File: config.mk
export PLATFORM = sky130hd
export DESIGN_NAME = uart_transmitter
export DESIGN_NICKNAME = d
export VERILOG_FILES = /design/src/rtl/uart_pkg.sv /design/src/rtl/uart_baud_tick.sv /design/src/rtl/uart_transmitter.sv
export SDC_FILE = /design/constraint.sdc
export NUM_CORES = 1
export LEC_CHECK = 0
export BUFFER_PORTS_ARGS = -buffer_cell sky130_fd_sc_hd__buf_4
export CORE_ASPECT_RATIO = 1.2
export CORE_MARGIN = 10
export CORE_UTILIZATION = 39
export DETAILED_ROUTE_END_ITERATION = 10
export GPL_TIMING_DRIVEN = 0
export PLACE_DENSITY = 0.68
export SYNTH_ARGS = -nofsm -noshare
export SYNTH_HDL_FRONTEND = slang
export SYNTH_SLANG_ARGS = --single-unit
File: constraint.sdc
create_clock -name CLK -period 1.8 [get_ports CLK]
set_clock_uncertainty 0.1 [all_clocks]
set_input_delay 0.18 -clock CLK [delete_from_list [all_inputs] [get_ports CLK]]
set_output_delay 0.18 -clock CLK [all_outputs]
set_load 0.01 [all_outputs]
File: src/rtl/uart_pkg.sv
// Shared UART definitions: frame state encoding, data width and parity modes.
// Also used by the receive path.
package uart_pkg;

   typedef enum logic [2:0] {
      IDLE   = 3'd0,
      START  = 3'd1,
      DATA   = 3'd2,
      PARITY = 3'd3,
      STOP   = 3'd4
   } uart_state_e;

   localparam int unsigned DATA_BITS = 8;

   localparam logic PAR_EVEN = 1'b0;
   localparam logic PAR_ODD  = 1'b1;

   // Even parity is the XOR of the data bits; odd parity is its inverse.
   function automatic logic calc_parity(input logic [DATA_BITS-1:0] data, input logic mode);
      return (^data) ^ (mode == PAR_ODD);
   endfunction

endpackage

File: src/rtl/uart_baud_tick.sv
// Bit-period divider: counts 0..CLKS_PER_BIT-1 and flags the last cycle of each bit.
// A synchronous clear restarts the count at 0 on the next cycle.
module uart_baud_tick #(
   parameter int unsigned CLKS_PER_BIT = 868
) (
   input  logic clk_i,
   input  logic rst_ni,
   input  logic clear_i,
   output logic bit_end_o
);

   localparam int unsigned CntW = (CLKS_PER_BIT > 1) ? $clog2(CLKS_PER_BIT) : 1;
   localparam logic [CntW-1:0] LastCnt = CntW'(CLKS_PER_BIT - 1);

   logic [CntW-1:0] cnt_d, cnt_q;

   assign bit_end_o = (cnt_q == LastCnt);

   always_comb begin
      cnt_d = cnt_q + CntW'(1);
      if (clear_i || bit_end_o) begin
         cnt_d = '0;
      end
   end

   always_ff @(posedge clk_i) begin
      if (!rst_ni) begin
         cnt_q <= '0;
      end else begin
         cnt_q <= cnt_d;
      end
   end

endmodule

File: src/rtl/uart_transmitter.sv
// UART transmitter: start bit, 8 data bits LSB-first, optional parity, 1 or 2 stop bits.
// All outputs come straight from flops.
module uart_transmitter #(
   parameter int unsigned CLKS_PER_BIT = 868,
   parameter int unsigned PARITY_EN    = 1,
   parameter int unsigned PARITY_ODD   = 0,
   parameter int unsigned STOP_BITS    = 1
) (
   input  logic       CLK,
   input  logic       RST,
   input  logic       TX_start,
   input  logic [7:0] TX_data,
   output logic       TX_out,
   output logic       TX_busy,
   output logic       TX_done
);

   import uart_pkg::*;

   localparam logic       ParMode  = (PARITY_ODD != 0) ? PAR_ODD : PAR_EVEN;
   localparam logic [2:0] LastBit  = 3'(DATA_BITS - 1);
   localparam logic [2:0] LastStop = 3'(STOP_BITS - 1);

   uart_state_e          state_d, state_q;
   logic [2:0]           bit_cnt_d, bit_cnt_q;
   logic [DATA_BITS-1:0] shift_d, shift_q;
   logic                 par_d, par_q;
   logic                 tx_out_d, tx_out_q;
   logic                 busy_d, busy_q;
   logic                 done_d, done_q;
   logic                 clear;
   logic                 bit_end;

   uart_baud_tick #(
      .CLKS_PER_BIT (CLKS_PER_BIT)
   ) u_baud_tick (
      .clk_i     (CLK),
      .rst_ni    (RST),
      .clear_i   (clear),
      .bit_end_o (bit_end)
   );

   always_comb begin
      state_d   = state_q;
      bit_cnt_d = bit_cnt_q;
      shift_d   = shift_q;
      par_d     = par_q;
      done_d    = 1'b0;

      unique case (state_q)
         IDLE: begin
            bit_cnt_d = '0;
            if (TX_start) begin
               shift_d = TX_data;
               par_d   = calc_parity(TX_data, ParMode);
               state_d = START;
            end
         end
         START: begin
            if (bit_end) begin
               state_d = DATA;
            end
         end
         DATA: begin
            if (bit_end) begin
               shift_d = shift_q >> 1;
               if (bit_cnt_q == LastBit) begin
                  bit_cnt_d = '0;
                  state_d   = (PARITY_EN != 0) ? PARITY : STOP;
               end else begin
                  bit_cnt_d = bit_cnt_q + 3'd1;
               end
            end
         end
         PARITY: begin
            if (bit_end) begin
               state_d = STOP;
            end
         end
         STOP: begin
            // bit_cnt is reused to count stop bits
            if (bit_end) begin
               if (bit_cnt_q == LastStop) begin
                  state_d = IDLE;
                  done_d  = 1'b1;
               end else begin
                  bit_cnt_d = bit_cnt_q + 3'd1;
               end
            end
         end
         default: begin
            state_d = IDLE;
         end
      endcase

      clear  = (state_q == IDLE) || (state_d != state_q);
      busy_d = (state_d != IDLE);

      unique case (state_d)
         START:   tx_out_d = 1'b0;
         DATA:    tx_out_d = shift_d[0];
         PARITY:  tx_out_d = par_d;
         default: tx_out_d = 1'b1;
      endcase
   end

   always_ff @(posedge CLK) begin
      if (!RST) begin
         state_q   <= IDLE;
         bit_cnt_q <= '0;
         shift_q   <= '0;
         par_q     <= 1'b0;
         tx_out_q  <= 1'b1;
         busy_q    <= 1'b0;
         done_q    <= 1'b0;
      end else begin
         state_q   <= state_d;
         bit_cnt_q <= bit_cnt_d;
         shift_q   <= shift_d;
         par_q     <= par_d;
         tx_out_q  <= tx_out_d;
         busy_q    <= busy_d;
         done_q    <= done_d;
      end
   end

   assign TX_out  = tx_out_q;
   assign TX_busy = busy_q;
   assign TX_done = done_q;

endmodule
==> results.sh <==
export IMPL_hold_depth=2
export IMPL_vias=1152
export IMPL_synth_enable_flop_cells=0
export IMPL_antenna_found_initial=0
export IMPL_min_from="RST"
export IMPL_areaGrowthSynthToFinish_pct=22.9
export IMPL_path_class="reg2reg"
export IMPL_nets=191
export IMPL_rows=24
export IMPL_drcViolationCount=0
export IMPL_grt_start_max_net_pins=17
export IMPL_regToRegStartpoint="u_baud_tick.cnt_q[0]"
export IMPL_syn_nets=168
export IMPL_cts_tree="built"
export IMPL_drt_pre_antenna_iters=4
export IMPL_rrSetupSlack_ns=0.01
export IMPL_setup_violations=0
export IMPL_cp_end_kind="flop"
export IMPL_worst_pin_slew_ns=0.441
export IMPL_hold_violations=0
export IMPL_h_tree_depth=1
export IMPL_clockBufferDepth=2
export IMPL_status="completed"
export IMPL_period_share_pct=99.5
export IMPL_multi_input_area_um2=880
export IMPL_fin_crit_ns=1.79
export IMPL_die_h_um=87.0
export IMPL_postRouteAntennaNets=0
export IMPL_syn_area_um2=1460
export IMPL_synthFlopType="dfxtp_1"
export IMPL_power_total_mw=1.31
export IMPL_powerDensity_nw_per_um2=732
export IMPL_synth_seq_cells=28
export IMPL_power_leakage_nw=0.667
export IMPL_place_inst=218
export IMPL_via_per_inst=5.07
export IMPL_async_flop_share_pct=0
export IMPL_cts_buffers=3
export IMPL_cts_sinks=28
export IMPL_worstSetupStartpointType="flop"
export IMPL_core_um2=3630
export IMPL_timing_fmax_mhz=559
export IMPL_hold_path_endpoint="TX_out"
export IMPL_finalWorstSetupSlack_ns=0.00987
export IMPL_clock_latency_ns=0.28
export IMPL_grt_pass1_vias=1120
export IMPL_fillerInstances=338
export IMPL_diodes=0
export IMPL_io_buffers=13
export IMPL_instances_no_fill=227
export IMPL_grt_overflow=0
export IMPL_final_util_pct=49.4
export IMPL_gp_congestion=0.861
export IMPL_wirelength_mm=2.97
export IMPL_place_ws_ns=-0.105
export IMPL_yosys_warnings=0
export IMPL_drt_iter0_drc=40
export IMPL_r2r_cells=5
export IMPL_avgSynthCellArea_um2=9.54
export IMPL_ys_types=46
export IMPL_mostFrequentLayoutCells="dfxtp_1 (25), nor2_1 (19), buf_4 (19)"
export IMPL_critPathMaxFanout=6
export IMPL_vdd_ir_drop_max_v=0.000363
export IMPL_grt_pass1_wl_mm=4.92
export IMPL_fp_dieW_um=75.9
export IMPL_root_buffer="clkbuf_8"
export IMPL_start_util_pct=40.2
export IMPL_clkTransAtPathRegs_ns=0.10
export IMPL_gr_usage_all_layers_pct=9.41
export IMPL_rsz0062_at_grt="yes"
export IMPL_synth_yosys_seq_area_share_pct=38.4
export IMPL_layout_drive_gt1_share_pct=27.4
export IMPL_ff_latch_area_um2=567
export IMPL_ios=14
export IMPL_final_common_cell="dfxtp_1"
export IMPL_critical_path_required_ns=1.87
export IMPL_final_max_slew_viol_count=0
export IMPL_min_path_type="in2reg"
export IMPL_reg2reg_to="TX_busy"
export IMPL_maxCapViolCount=0
export IMPL_worstPathArrival_ns=1.86
export IMPL_slew_headroom_pct=70.6
export IMPL_dp_hpwl_mm=2.27
export IMPL_design_die_area_um2=6600
export IMPL_synth_cells=153
export IMPL_routedWlPerCell_um=13.1
## power breakdown
part / total, mW / internal [mW] / switching (mW) / leakage [nW]
combinational: 0.172 / 0.0847 / 0.0875 / 0.401
sequential: 0.651 / 0.641 / 0.0102 / 0.230
clock: 0.490 / 0.298 / 0.193 / 0.0357
## cells in the mapped netlist, types with 2 or more instances
cell	n	area (µm²)
nand2b_1	3	18.8
mux2i_1	2	20.0
dfxtp_1	28	561
and3_1	4	25.0
inv_1	7	26.3
nor3_1	2	10.0
a21oi_1	10	50.1
nand2_1	9	33.8
buf_6	3	33.8
o211ai_1	2	15.0
xor2_1	4	35.0
a22oi_1	7	52.6
nand4_1	2	12.5
o211ai_2	2	25.0
nor2_1	19	71.3
xnor2_1	11	96.3
ha_1	4	50.1
nand3_1	6	30.0
## worst max-delay path, stage by stage, from the launching register on
cell and delay, ns:
dfxtp_4 0.36, ha_4 0.16, and4bb_4 0.24, and3_4 0.19
a311o_1 0.38, o31a_1 0.25
## area by class of cell
| type | instances | area share, % |
|---|---|---|
| Clock inverter | 1 | 1.67 |
| Tap cell | 52 | 3.63 |
| Buffer | 5 | 2.37 |
| Inverter | 7 | 1.46 |
| Sequential cell | 28 | 31.6 |
| Clock buffer | 3 | 2.30 |
| Timing Repair Buffer | 19 | 7.95 |
| Multi-Input combinational cell | 112 | 49.0 |
## stage by stage
step	hold WS (ns)	area, µm²	setup TNS, ns
floorplan	0.145	1460	0
global placement	0.307	1620	-0.114
CTS	0.0176	1720	-0.00308
finish	0.0246	1790	0
detailed placement	0.306	1620	-0.258
global route	0.0296	1790	-0.0638
## logic make-up after synthesis
kind of cell,count (synthesis),synth area share [%]
and+or+nand+nor,59,25.4
adders and majority gates,4,3.43
DFF,28,38.4
AOI/OAI and AO/OA,31,16.2
buffers and inverters,13,5.23
xor gates and xnor gates,15,9.00
muxes,3,2.40
## state kept, by name (all words and copies together) (netlist names)
name,count
u_baud_tick.cnt_q,10
shift_q,8
bit_cnt_q,3
state_q,3
TX_busy,1
TX_done,1
TX_out,1
par_q,1
## how the worst max path moves through the flow
stage	from	end	slack, ns	depth (start not counted)
6_report	u_baud_tick.cnt_q[0]	TX_busy	0.01	5
5_1_grt	u_baud_tick.cnt_q[1]	TX_busy	-0.04	5
4_1_cts	u_baud_tick.cnt_q[0]	TX_busy	-0.003	5
3_5_place_dp	u_baud_tick.cnt_q[0]	TX_busy	-0.11	5
3_3_place_gp	u_baud_tick.cnt_q[0]	TX_busy	-0.07	5
2_1_floorplan	u_baud_tick.cnt_q[0]	TX_busy	0.02	5
## metal layers
metal	wire length, µm	part of all wire (%)	GRT usage (%)
met5	0	0	0
met4	47	1.6	4.40
met3	130	4.4	1.94
met2	1580	53	16.6
met1	1210	41	10.2
## repair_timing
item	4_1_cts	5_1_grt
endpoints found under the setup margin	11	5
setup buffers	2	4
hold buffers	0	0
gates resized for setup	5	7
pin swaps	2	5
(Power assumes the default switching activity.)
